==> src/rtl/bioee_clkdiv_pkg.sv <==
// Shared constants and types for the BioEE multi-channel clock divider.
package bioee_clkdiv_pkg;

  localparam int unsigned CNT_W_DEF = 16;
  localparam int unsigned DIV_MIN   = 2;

  typedef enum logic [0:0] {CH_IDLE, CH_RUN} ch_state_e;

endpackage

==> src/rtl/bioee_clkdiv_chan.sv <==
// One divider channel: period counter, shadow/active divider registers and an IDLE/RUN FSM.
module bioee_clkdiv_chan
  import bioee_clkdiv_pkg::*;
#(
  parameter int unsigned CNT_W       = CNT_W_DEF,
  parameter int unsigned DEFAULT_DIV = 2
) (
  input  logic             clkin,
  input  logic             rst_n,
  input  logic             enable_i,
  input  logic [CNT_W-1:0] div_i,
  input  logic             div_load_i,
  input  logic             sync_start_i,
  output logic             clkout_o,
  output logic             tick_o,
  output logic             busy_o,
  output logic             load_ack_o,
  output logic             load_err_o
);

  ch_state_e        state_q, state_d;
  logic [CNT_W-1:0] cnt_q, cnt_d;
  logic [CNT_W-1:0] active_q, active_d;
  logic [CNT_W-1:0] shadow_q, shadow_d;
  logic             pending_q, pending_d;
  logic             clkout_q, clkout_d;
  logic             tick_q, tick_d;
  logic             busy_q, busy_d;
  logic             load_ack_q, load_ack_d;
  logic             load_err_q, load_err_d;
  logic             at_end;

  assign at_end = (cnt_q == active_q);

  always_comb begin
    state_d    = state_q;
    cnt_d      = cnt_q;
    active_d   = active_q;
    shadow_d   = shadow_q;
    pending_d  = pending_q;
    tick_d     = 1'b0;
    load_ack_d = 1'b0;
    load_err_d = 1'b0;

    unique case (state_q)
      CH_IDLE: begin
        if (enable_i) begin
          state_d    = CH_RUN;
          cnt_d      = CNT_W'(1);
          active_d   = shadow_q;
          tick_d     = 1'b1;
          load_ack_d = pending_q;
          pending_d  = 1'b0;
        end
      end
      CH_RUN: begin
        // sync_start only restarts a channel that is still requested to run
        if (enable_i && (at_end || sync_start_i)) begin
          cnt_d  = CNT_W'(1);
          tick_d = 1'b1;
          if (pending_q) begin
            active_d   = shadow_q;
            load_ack_d = 1'b1;
            pending_d  = 1'b0;
          end
        end else if (at_end) begin
          state_d = CH_IDLE;
          cnt_d   = '0;
        end else begin
          cnt_d = cnt_q + CNT_W'(1);
        end
      end
      default: begin
        state_d = CH_IDLE;
        cnt_d   = '0;
      end
    endcase

    // Evaluated after the boundary logic so a load landing on a boundary waits for the next one
    if (div_load_i) begin
      if (div_i >= CNT_W'(DIV_MIN)) begin
        shadow_d  = div_i;
        pending_d = 1'b1;
      end else begin
        load_err_d = 1'b1;
      end
    end

    busy_d   = (state_d == CH_RUN);
    clkout_d = busy_d && (cnt_d <= (active_d >> 1));
  end

  always_ff @(posedge clkin or negedge rst_n) begin
    if (!rst_n) begin
      state_q    <= CH_IDLE;
      cnt_q      <= '0;
      active_q   <= CNT_W'(DEFAULT_DIV);
      shadow_q   <= CNT_W'(DEFAULT_DIV);
      pending_q  <= 1'b0;
      clkout_q   <= 1'b0;
      tick_q     <= 1'b0;
      busy_q     <= 1'b0;
      load_ack_q <= 1'b0;
      load_err_q <= 1'b0;
    end else begin
      state_q    <= state_d;
      cnt_q      <= cnt_d;
      active_q   <= active_d;
      shadow_q   <= shadow_d;
      pending_q  <= pending_d;
      clkout_q   <= clkout_d;
      tick_q     <= tick_d;
      busy_q     <= busy_d;
      load_ack_q <= load_ack_d;
      load_err_q <= load_err_d;
    end
  end

  assign clkout_o   = clkout_q;
  assign tick_o     = tick_q;
  assign busy_o     = busy_q;
  assign load_ack_o = load_ack_q;
  assign load_err_o = load_err_q;

endmodule

==> src/rtl/bioee_clkdiv_multi.sv <==
// BioEE timing-tree clock divider: NUM_CH independent channels sharing one clock and sync strobe.
module bioee_clkdiv_multi
  import bioee_clkdiv_pkg::*;
#(
  parameter int unsigned NUM_CH      = 4,
  parameter int unsigned CNT_W       = CNT_W_DEF,
  parameter int unsigned DEFAULT_DIV = 2
) (
  input  logic                    clkin,
  input  logic                    rst_n,
  input  logic [NUM_CH-1:0]       enable,
  input  logic [NUM_CH*CNT_W-1:0] div_in,
  input  logic [NUM_CH-1:0]       div_load,
  input  logic                    sync_start,
  output logic [NUM_CH-1:0]       clkout,
  output logic [NUM_CH-1:0]       tick,
  output logic [NUM_CH-1:0]       busy,
  output logic [NUM_CH-1:0]       load_ack,
  output logic [NUM_CH-1:0]       load_err
);

  for (genvar c = 0; c < NUM_CH; c++) begin : g_chan
    bioee_clkdiv_chan #(
      .CNT_W       (CNT_W),
      .DEFAULT_DIV (DEFAULT_DIV)
    ) u_chan (
      .clkin        (clkin),
      .rst_n        (rst_n),
      .enable_i     (enable[c]),
      .div_i        (div_in[c*CNT_W +: CNT_W]),
      .div_load_i   (div_load[c]),
      .sync_start_i (sync_start),
      .clkout_o     (clkout[c]),
      .tick_o       (tick[c]),
      .busy_o       (busy[c]),
      .load_ack_o   (load_ack[c]),
      .load_err_o   (load_err[c])
    );
  end

endmodule

==> config.mk <==
export PLATFORM = sky130hd
export DESIGN_NAME = bioee_clkdiv_multi
export DESIGN_NICKNAME = d
export VERILOG_FILES = /design/src/rtl/bioee_clkdiv_pkg.sv /design/src/rtl/bioee_clkdiv_chan.sv /design/src/rtl/bioee_clkdiv_multi.sv
export SDC_FILE = /design/constraint.sdc
export NUM_CORES = 1
export LEC_CHECK = 0
export BUFFER_PORTS_ARGS = -buffer_cell sky130_fd_sc_hd__buf_2
export CORE_MARGIN = 3
export CORE_UTILIZATION = 40
export DETAILED_ROUTE_END_ITERATION = 12
export PLACE_DENSITY = 0.58
export SLEW_MARGIN = 20
export SYNTH_ARGS = -nofsm -noshare
export SYNTH_HDL_FRONTEND = slang
export SYNTH_SLANG_ARGS = --single-unit
==> constraint.sdc <==
create_clock -name clkin -period 5.2 [get_ports clkin]
set_input_delay 0.78 -clock clkin [delete_from_list [all_inputs] [get_ports clkin]]
set_output_delay 0.78 -clock clkin [all_outputs]
set_load 0.1 [all_outputs]
Word level (Yosys, flattened, before mapping)
Cells that the tools add are included.
Widths: inputs -> output; s select.
{ "totals": {"inputBits": 75, "reg_bits": 216} }
{ "classes": {"muxes": 100, "eq_ne": 16, "n_addsub": 4, "magnitude_cmp": 8, "bitwise_logic": 4, "n_reduce_logical": 20} }
{ "ops": {"columns": ["operator", "n"], "rows": [
  ["$mux 16", 24],
  ["$pmux 16 s2", 8],
  ["$add 16x1->16 const B", 4],
  ["$eq 16x16->1", 4],
  ["$ge 16x2->1 const B", 4],
  ["$le 16x15->1", 4],
  ["$mux 1", 52],
  ["$pmux 1 s2", 16],
  ["$ne 2x2->1 const B", 12],
  ["$reduce_and 3->1", 4],
  ["$logic_and 1x1->1", 8],
  ["$reduce_and 2->1", 4],
  ["$logic_or 1x1->1", 4],
  ["$not 1->1", 4]
]} }

Longest topological paths before layout
Gate-level depths: netlist (run 1).
{ "logic_depth": {"word_depth": 7, "depth_mapped": 15} }

Modules after synthesis
A second synthesis (run 1) with hierarchy kept.
{ "unflattened": {"cells_unflattened": 1038, "hier_area_um2": 12179.2} }
{ "by_module_without_submodules": {"columns": ["mod", "seq_area_each_um2", "cells_each", "area_per_inst_um2", "n_inst"], "rows": [
  ["bioee_clkdiv_chan at g_chan[0].u_chan ...", 1353.8, 258, 3052.9, 3],
  ["bioee_clkdiv_chan at g_chan[3].u_chan", 1353.8, 264, 3020.4, 1]
]} }

Least setup slack after synthesis (run 1)
OpenSTA, ideal clock, no wires.
{ "synth_timing": {"path_type": "register to register", "from": "register g_chan[2].u_chan.active_q[1]", "to": "register g_chan[2].u_chan.clkout_q", "path_slack_ns": 2.157, "path_buffers": 1, "period_less_slack_ns": 3.043, "t_arrival_ns": 2.916, "setup_time_ns": 0.127, "stages_incl_launch_ff": 15, "cell_sequence": "dfstp_2 xor2_1 nor4_1 a41o_1 a21o_1 buf_2 o21ai_0 a21o_1 ha_1 nand4_1 or2_2 a21oi_1 a2111oi_0 a211oi_1 nor3b_1"} }
{ "synth_between": {"elab_chain_len": 7, "elab_cells_between_ends": 15, "classes_between": "1 x order compare; 1 x eq/ne; 10 x mux; 3 x reduce/logical"} }
{ "synth_lines": {"columns": ["element", "line", "text"], "rows": [
  ["from (decl)", "bioee_clkdiv_chan.sv:23", "logic [CNT_W-1:0] active_q, active_d;"],
  ["from (signal assigned)", "bioee_clkdiv_chan.sv:97", "active_q <= CNT_W'(DEFAULT_DIV);"],
  ["from (signal assigned)", "bioee_clkdiv_chan.sv:108", "active_q <= active_d;"],
  ["$eq 16x16->1 *", "bioee_clkdiv_chan.sv:33", "assign at_end = (cnt_q == active_q);"],
  ["$logic_or 1x1->1", "bioee_clkdiv_chan.sv:58", "if (enable_i && (at_end || sync_start_i)) begin"],
  ["$logic_and 1x1->1", "bioee_clkdiv_chan.sv:58", null],
  ["$mux 16 *", "bioee_clkdiv_chan.sv:58", null],
  ["$pmux 16 s2 *", "bioee_clkdiv_chan.sv:45", "unique case (state_q)"],
  ["named net g_chan[2].u_chan.cnt_d[10]", "bioee_clkdiv_chan.sv:22", "logic [CNT_W-1:0] cnt_q, cnt_d;"],
  ["$le 16x15->1 *", "bioee_clkdiv_chan.sv:90", "clkout_d = busy_d && (cnt_d <= (active_d >> 1));"],
  ["$logic_and 1x1->1 *", "bioee_clkdiv_chan.sv:90", null],
  ["named net g_chan[2].u_chan.clkout_d", "bioee_clkdiv_chan.sv:26", "logic clkout_q, clkout_d;"],
  ["to (signal assigned)", "bioee_clkdiv_chan.sv:111", "clkout_q <= clkout_d;"],
  ["to (decl)", "bioee_clkdiv_chan.sv:26", null]
]} }
The timed path passes the listed nets; every way through them passes the cells marked *. The select of a mux whose other input is x is not followed.
A chain may end at the register's enable or synchronous reset.

Final worst setup path (run 1)
{ "layout_timing": {"from": "register g_chan[3].u_chan.active_q[1]", "to": "register g_chan[3].u_chan.clkout_q"} }
{ "layout_between": {"elab_chain_len": 7, "elab_cells_between_ends": 15, "classes_between": "1 x order compare; 1 x eq/ne; 10 x mux; 3 x reduce/logical"} }
{ "layout_lines": {"columns": ["element", "line"], "rows": [
  ["from (decl)", "bioee_clkdiv_chan.sv:23"],
  ["from (signal assigned)", "bioee_clkdiv_chan.sv:97"],
  ["from (signal assigned)", "bioee_clkdiv_chan.sv:108"],
  ["$eq 16x16->1", "bioee_clkdiv_chan.sv:33"],
  ["$logic_or 1x1->1", "bioee_clkdiv_chan.sv:58"],
  ["$logic_and 1x1->1", "bioee_clkdiv_chan.sv:58"],
  ["$mux 16", "bioee_clkdiv_chan.sv:58"],
  ["$pmux 16 s2", "bioee_clkdiv_chan.sv:45"],
  ["$le 16x15->1", "bioee_clkdiv_chan.sv:90"],
  ["$logic_and 1x1->1 *", "bioee_clkdiv_chan.sv:90"],
  ["named net g_chan[3].u_chan.clkout_d", "bioee_clkdiv_chan.sv:26"],
  ["to (signal assigned)", "bioee_clkdiv_chan.sv:111"],
  ["to (decl)", "bioee_clkdiv_chan.sv:26"]
]} }
Marked as above.

==> impl_results.md, run 1 <==
* Fin worst setup slack at around 1.2 ns
* Outcome: finished clean
* Met2 Resource Use GR at 26.2%
* PD cells at 365 nW/um^2
* Startpoint types: flip-flop
* Final Power at 4910 uW
* Post-Syn Area at between 10,000 and 15,000 sq um
* R2r startpoint: g_chan[3].u_chan.active_q[1]
* Dpl ws at 1.25 ns
* Crit share post-route at 76.2%
* Syn Area/Cell at 11.2 sq um
* Hold-fix buffers, CTS at 0
* Die area at approximately 32,000 sq um
* Post-route setup TNS at 0 ns
* Routed wire length at 26.3 mm
* Post-synth ARST share at 100%
* Fmax at approximately 250 MHz
* Register area share after synthesis at 44.9%
* VDD IR max at about 0.00023 V
* Final Instance Area at roughly 13,000 sq um
* CTS buffer count at 25
* HPWL after DPL at 19.4 mm
* Nets at 1,279
* Antenna Nets Post-Route at 0
* YS warnings at 0
* I/O Buffers at 94
* Min cycle time layout at 3.96 ns
* Total core area at 29,200 sq um
* Fin Clk Skew at around 0.0063 ns
* Area Growth Syn to Fin at 11.7%
* Die outline height at 180 microns
* Req. time, crit path at 5.65 ns
* WS Path Type: flip-flop to flip-flop
* Global routing's busiest layer: met2
* Largest net degree at the start of global routing at 126
* Slew margin rel. at about a third
* Post-synth EDFFs at 0
* First-pass GRT wire length at 43.0 mm
* M3 GR Usage at between 2 and 2.5%
* Final Max Slew Viols at 0
* Vias at 8,205
* CTS tree: built
* Initial drt markers at between 400 and 500
* Lkg Pwr at 0.00665 uW
* HP Class: primary input to async pin
* Worst-skew pair later-pin latency at 0.52 ns
* Diodes inserted at 0
* Placed cell areas at 12,700 sq um
* Critical Path Sink: g_chan[3].u_chan.clkout_o
* GRT Util Overall at 16.0%
* Worst r2r path cells at 12
* RD Place Congestion at 0.849
* Initial antenna violation count at 0
* Routed WL per cell at 17.0 microns
* Measured slew at the worst slew-check pin at 0.979 ns
* FP Rows at 62
* Congestion Overflow GR at 0
* DRC violations left at 0
* CP startpoint: g_chan[3].u_chan.active_q[1]
* Area contributors post-synth: dfrtp_1 43%, mux2_2 10%, ha_1 6.6%
* Synth Flop Type: dfrtp_1
* Largest regs: g_chan.u_chan.active_q (64), g_chan.u_chan.cnt_q (64), g_chan.u_chan.shadow_q (64)
* IO Pins at 95
* Vias in the first global route at 8,104
* Clock tree buffer depth at 3
* Post-cts sizing count at 0
* Synth top area share at 43.2%
* Post-synthesis register bit count at about 220
* Die extent in x at 180 microns
* Syn Inst Count at 1,072
* Worst EP arrival at 4.41 ns
* R2r setup slk at between 1 and 1.5 ns
* CTS root buffer: clkbuf_16
* Reg2Reg Capture Point: g_chan[3].u_chan.clkout_o
* Sink Count at 216
* Post-CTS Setup Repair Bufs at 0
* Layout cells sized above 1 at 24.1%
* CTS clock-pin slew for the worst setup and hold paths at 0.06 ns
* Final setup violation count at 0
* Maxcap violations at 0
* Synth cell types at 55
* Crit-path max FO at 30
* DRT Pass-1 Iters at 5
* RSZ-0062 raised after global routing: no
* Post-synthesis net count at roughly 1,200
* Post-synth top area cell: dfrtp_1
* Htree depth at 1
* Met1 usage in global routing at 22.4%
* Worst Setup End Kind: flip-flop
* Vias per cell at 5.32
* Initial core utilization at 41.3%
* Hold Violations, Final at 0
==> where the power goes <==
group	internal, uW	switching [uW]	leakage, uW
Sequential	1930	265	0.00263
Clock	978	679	0.000375
Combinational	532	533	0.00365
==> kinds of logic (layout without fill, tap and decap cells) <==
family	after synthesis	after routing	synth area share, %
buffers and inverters	82	168	3.77
xor gates and xnor gates	78	78	5.67
muxes	184	184	17.1
DFF	216	216	44.9
AOI/OAI and AO/OA	171	171	9.14
adders and majority gates	64	64	6.65
and+or+nand+nor	277	277	12.7
==> cell usage after synthesis, types with 21 or more instances <==
master and count:
nand4_1 27, inv_1 26, o21ai_0 59, mux2i_1 56, xor2_1 59, nor4_1 34, nor3b_1 21, mux2_2 110
dfrtp_1 208, a21o_1 40, buf_4 22, nand3_1 27, nor2_1 32, nand2_1 51, a21oi_1 30, ha_1 64
==> routing by layer <==
metal	up-vias	wire length [microns]
met2	139	12200
met3	39	1070
li1	4034	-
met5	-	0
met1	3993	12500
met4	0	501
==> worst min-delay path by stage <==
stage | start | to | slack, ns | depth (start not counted)
floorplan | g_chan[2].u_chan.pending_q | g_chan[2].u_chan.pending_q | 0.45 | 1
global placement | g_chan[3].u_chan.pending_q | g_chan[3].u_chan.pending_q | 0.46 | 1
detailed placement | g_chan[3].u_chan.pending_q | g_chan[3].u_chan.pending_q | 0.47 | 1
CTS | rst_n | g_chan[1].u_chan.shadow_q[13] | 0.40 | 1
global route | rst_n | g_chan[1].u_chan.shadow_q[14] | 0.44 | 1
finish | rst_n | g_chan[1].u_chan.shadow_q[13] | 0.38 | 1
==> per-stage QoR <==
| stage | util (%) | hold slack [ns] | instances |
|---|---|---|---|
| 2_1_floorplan | - | 0.450 | 1072 |
| 3_3_place_gp | 43.5 | 0.459 | 1497 |
| 3_5_place_dp | 43.5 | 0.465 | 1497 |
| 4_1_cts | 46.1 | 0.405 | 1542 |
| 5_1_grt | 46.1 | 0.438 | 1542 |
| 6_report | 46.1 | 0.375 | 1542 |
==> critical path, stage by stage (launching register included) <==
cell	delay, ns
dfstp_2	0.55
xnor2_1	0.14
nand4_1	0.17
o41a_1	0.49
o21ai_1	0.16
nand2_2	0.55
mux2i_1	0.36
ha_1	0.27
a21o_1	0.18
a21oi_1	0.24
nand3b_1	0.12
o31ai_1	0.43
and3b_1	0.22
==> layout make-up <==
class	instances	area, sq um
well taps	384	480
repair buffers	97	515
flip-flops and latches	216	5420
clock inverters	7	62.6
fillers	2790	15700
multi-input cells	774	6180
inverters	26	97.6
clock buffers	38	704
==> placed cells by master, fill, tap and decap left out, types with 14 or more instances in the layout <==
master     count
nor3_1        14
nand3_1       27
nor3b_1       21
inv_1         26
a21o_1        40
buf_2         93
mux2i_1       56
and3_1        19
o21ai_0       59
xor2_1        59
xnor2_1       19
mux2_4        16
ha_1          64
clkbuf_16     25
a21oi_1       30
mux2_2       110
nand2_1       50
nand4_1       27
nor4_1        34
nor2b_1       16
dfrtp_1      208
nor2_1        32
Power figures use the tool's default switching activity.
==> run 2: changes to the inputs <==
--- a/config.mk
+++ b/config.mk
@@ -5,6 +5,7 @@
 export SDC_FILE = /design/constraint.sdc
 export NUM_CORES = 1
 export LEC_CHECK = 0
+export ABC_AREA = 1
 export BUFFER_PORTS_ARGS = -buffer_cell sky130_fd_sc_hd__buf_2
 export CORE_MARGIN = 3
 export CORE_UTILIZATION = 40
==> constraint.sdc (replaced) <==
create_clock -name clkin -period 3.65 [get_ports clkin]
set_input_delay 0.5475 -clock clkin [delete_from_list [all_inputs] [get_ports clkin]]
set_output_delay 0.5475 -clock clkin [all_outputs]
set_load 0.1 [all_outputs]
==> impl_results.md, run 2 <==
* Outcome: finished clean
* FP Rows at 68 (+9.7%)
* Clock tree buffer depth at 3 (unchanged)
* Comb power frac at 23.0% (+1.3 points)
* CTS tree: built
* Nets at 2,279 (+78%)
* Die area at 38,200 sq um (+18%)
* CP Cell Sequence: inv_1, nand2_1, nand2_1, nor2_1, nand2_1, nor2_2, nand2_4, nand2_4, nand2_4, nand3_1, o21ai_0, ha_1, nand4_1, nor2_1, nand2_1, nand3_1, nand2_1, nand2_1, nand2_1, a21oi_1, nor2_1
* Slowest-stage cell, CP: dfrtp_1
* Sink Count at 216 (unchanged)
* Final setup violation count at 0 (unchanged)
* Req. time, crit path at 4.07 ns (-1.58 ns)
* Initial antenna violation count at 0 (unchanged)
* Final Core Density at 45.9% (-0.21 points)
* Switch share at 33.5% (+3.4 points)
* CP startpoint: g_chan[3].u_chan.cnt_q[10]
* Routed wire length at 39.9 mm (+52%)
* Register area share after synthesis at 37.7% (-7.2 points)
* Post-synth EDFFs at 0 (unchanged)
* DRC violations left at 0 (unchanged)
* Antenna Nets Post-Route at 0 (unchanged)
* Initial core utilization at 41.0% (-0.27 points)
* RSZ-0062 raised after global routing: no
* Vias at 13,300 (+62%)
* Crit-path most repeated cell: nand2_1
* Largest family of logic cells by synthesized area: simple AND/OR/NAND/NOR gates
* HP Class: primary input to flip-flop
* Lkg Pwr at 0.00847 uW (+27%)
* Sequential power share at 40.7% (-3.9 points)
* Area contributors post-synth: dfrtp_1 36%, nand2_1 20%, inv_1 6.9%
* Synth Area in Compound Gates at 11.5% (+2.4 points)
* Fmax at 306 MHz (+21%)
* Fin Clk Skew at 0.00861 ns (+0.00235 ns)
* Mux cell area share after synthesis at 0% (-17 points)
* Synth cell types at 36 (-35%)
* Maxcap violations at 0 (unchanged)
* Simple-gate share of the synthesized area at 31.0% (+18 points)
* Post-synthesis net count at 2,216 (+83%)
* Post-synthesis register bit count at 216 (unchanged)
* Largest net degree at the start of global routing at 95 (-25%)
* Layout cells sized above 1 at 9.77% (-14 points)
* IO Pins at 95 (unchanged)
* R2r setup slk at 0.38 ns (-0.86 ns)
* I/O Buffers at 94 (unchanged)
* Congestion Overflow GR at 0 (unchanged)
* Diodes inserted at 0 (unchanged)
* DRT Pass-1 Iters at 5 (unchanged)
* Clock power frac at 36.4% (+2.7 points)
* Post-Syn Area at 14,400 sq um (+19%)
* Dpl cells at 2,566 (+71%)
* Syn Inst Count at 2,077 (+94%)
* R2r startpoint: g_chan[3].u_chan.cnt_q[10]
* Measured slew at the worst slew-check pin at 0.987 ns (+0.00839 ns)
* Total core area at 35,000 sq um (+20%)
* Post-Layout Cell Count at 2,615 (+70%)
* Post-synth ARST share at 100% (unchanged)
* CP delay by family, top: simple AND/OR/NAND/NOR gates
* Buffer and inverter count on the worst path at 1 (+1)
* Post-synth top area cell: dfrtp_1
* VDD IR max at 0.000321 V (+39%)
* Startpoint types: flip-flop
* Initial drt markers at 845 (+87%)
* CP peak stage delay at 0.50 ns (-0.05 ns)
* Vias per cell at 5.08 (-4.6%)
* Area Growth Syn to Fin at 11.9%
* Net Switching at 2430 uW (+64%)
* Count leader, synth: nand2_1
* Worst-skew pair later-pin latency at 0.54 ns (+0.02 ns)
* Final Instance Area at 16,100 sq um (+19%)
* Placed cell areas at 15,200 sq um (+20%)
* Synth top area share at 36.3% (-6.9 points)
* YS warnings at 0 (unchanged)
* Commonest cells after routing, fill and taps aside: 746 x nand2_1, 264 x inv_1, 208 x dfrtp_1
* Synth Flop Type: dfrtp_1
* Internal at 4820 uW (+40%)
* Min cycle time layout at 3.27 ns (-0.689 ns)
* GRT Util Overall at 20.8% (+4.8 points)
* RD Place Congestion at 0.877 (+3.2%)
* PD cells at 452 nW/um^2 (+24%)
* Vias in the first global route at 12,900 (+59%)
* Post-cts sizing count at 0 (unchanged)
* Post-route setup TNS at 0 ns (unchanged)
* CTS root buffer: clkbuf_16
* Post-CTS Setup Repair Bufs at 0 (unchanged)
* CTS clock-pin slew for the worst setup and hold paths at 0.06 ns (about the same)
* Worst Setup End Kind: flip-flop
* Routed WL per cell at 15.2 microns (-10%)
* Worst EP arrival at 3.69 ns (-0.72 ns)
* HPWL after DPL at 29.0 mm (+50%)
* Largest regs: g_chan.u_chan.active_q (64), g_chan.u_chan.cnt_q (64), g_chan.u_chan.shadow_q (64)
* Top cells by count, synth: 746 x nand2_1, 264 x inv_1, 208 x dfrtp_1, 149 x nand3_1, 120 x nor2_1
* Syn Area/Cell at 6.91 sq um (-39%)
* Final Power at 7250 uW (+48%)
* Crit-path max FO at 19 (-37%)
* Final Max Slew Viols at 0 (unchanged)
* Slew margin rel. at 34.2% (-0.33 points)
* Hold Violations, Final at 0 (unchanged)
* Hold Crit Start: div_in[17]
* Hold-fix buffers, CTS at 1 (+1)
* Htree depth at 1 (unchanged)
* First-pass GRT wire length at 66.1 mm (+54%)
* WS Path Type: flip-flop to flip-flop
* CTS buffer count at 26 (+4.0%)
* Die outline height at 195 microns (+8.8%)
* Commonest non-fill, non-tap cell in the layout: nand2_1
* XOR/XNOR share of the synthesized area at 3.30% (-2.4 points)
* Die extent in x at 195 microns (+8.8%)
* Crit share post-route at 89.7% (+13 points)
* Adder-Cell Fraction of Synth Area at 5.58% (-1.1 points)
run 2: cell types whose count changed in the layout (fill, tap and decap cells not counted), sizes merged, moves of 56 or more:
cell / change
o22ai: +63
nand2: +706
mux2: -128
nand3: +122
nor2: +94
a21oi: +58
inv: +249
mux2i: -56
run 2: worst paths after layout:
kind                                                       to  cells past startpoint
worst max-delay path                g_chan[3].u_chan.clkout_o                     21
worst min-delay path             g_chan[1].u_chan.shadow_q[1]                      3
worst max register to register      g_chan[3].u_chan.clkout_o                     21
worst min register to register   g_chan[2].u_chan.shadow_q[0]                      2
max in group asynchronous       g_chan[0].u_chan.active_q[11]                      3
min in group asynchronous       g_chan[1].u_chan.shadow_q[13]                      2
run 2: through the flow:
step | worst slack [ns] | hold WS [ns]
floorplan | 0.960 | 0.252
global placement | 0.327 | 0.464
detailed placement | 0.272 | 0.473
CTS | 0.372 | 0.215
global route | 0.00805 | 0.227
finish | 0.377 | 0.243
run 2: layout make-up:
| type | instances | area [sq um] |
|---|---|---|
| repair buffers | 131 | 798 |
| multi-input cells | 1487 | 7370 |
| flip-flops and latches | 216 | 5420 |
| inverters | 278 | 1040 |
| well taps | 455 | 569 |
| clock inverters | 11 | 120 |
| clock buffers | 37 | 743 |
| fillers | 3551 | 18900 |
run 2: power by group through the flow:
stage	registers, uW	logic [uW]	clock network (uW)
after floorplan	2880	1250	0
after global placement	2980	1640	0
after detailed placement	2990	1660	0
after CTS	2950	1670	2710
after global routing	2990	1940	2810
final	2950	1660	2640
run 2: cell families (layout without fill, tap and decap cells):
group	Yosys count	count (layout)
xor+xnor	54	54
flops	216	216
compound gates	284	284
buf+inv	374	457
simple gates	1085	1085
fa+ha+maj	64	64
run 2: worst register-to-register path: cells and delay by family, from the launching register on:
kind	cells	cell delay (ns)
AND/OR/NAND/NOR	17	1.92
flip-flops	1	0.50
AO/OA/AOI/OAI	2	0.34
adder cells (fa/ha/maj)	1	0.33
buffers and inverters	1	0.07
run 2: metal layers:
metal  routed length [microns]  up-vias  track usage, %
met5                         0        -               0
met4                       752        0            5.18
met3                      1580       51            2.33
met2                     18800      253            35.1
met1                     18800     6209            28.5
li1                          -     6760               -
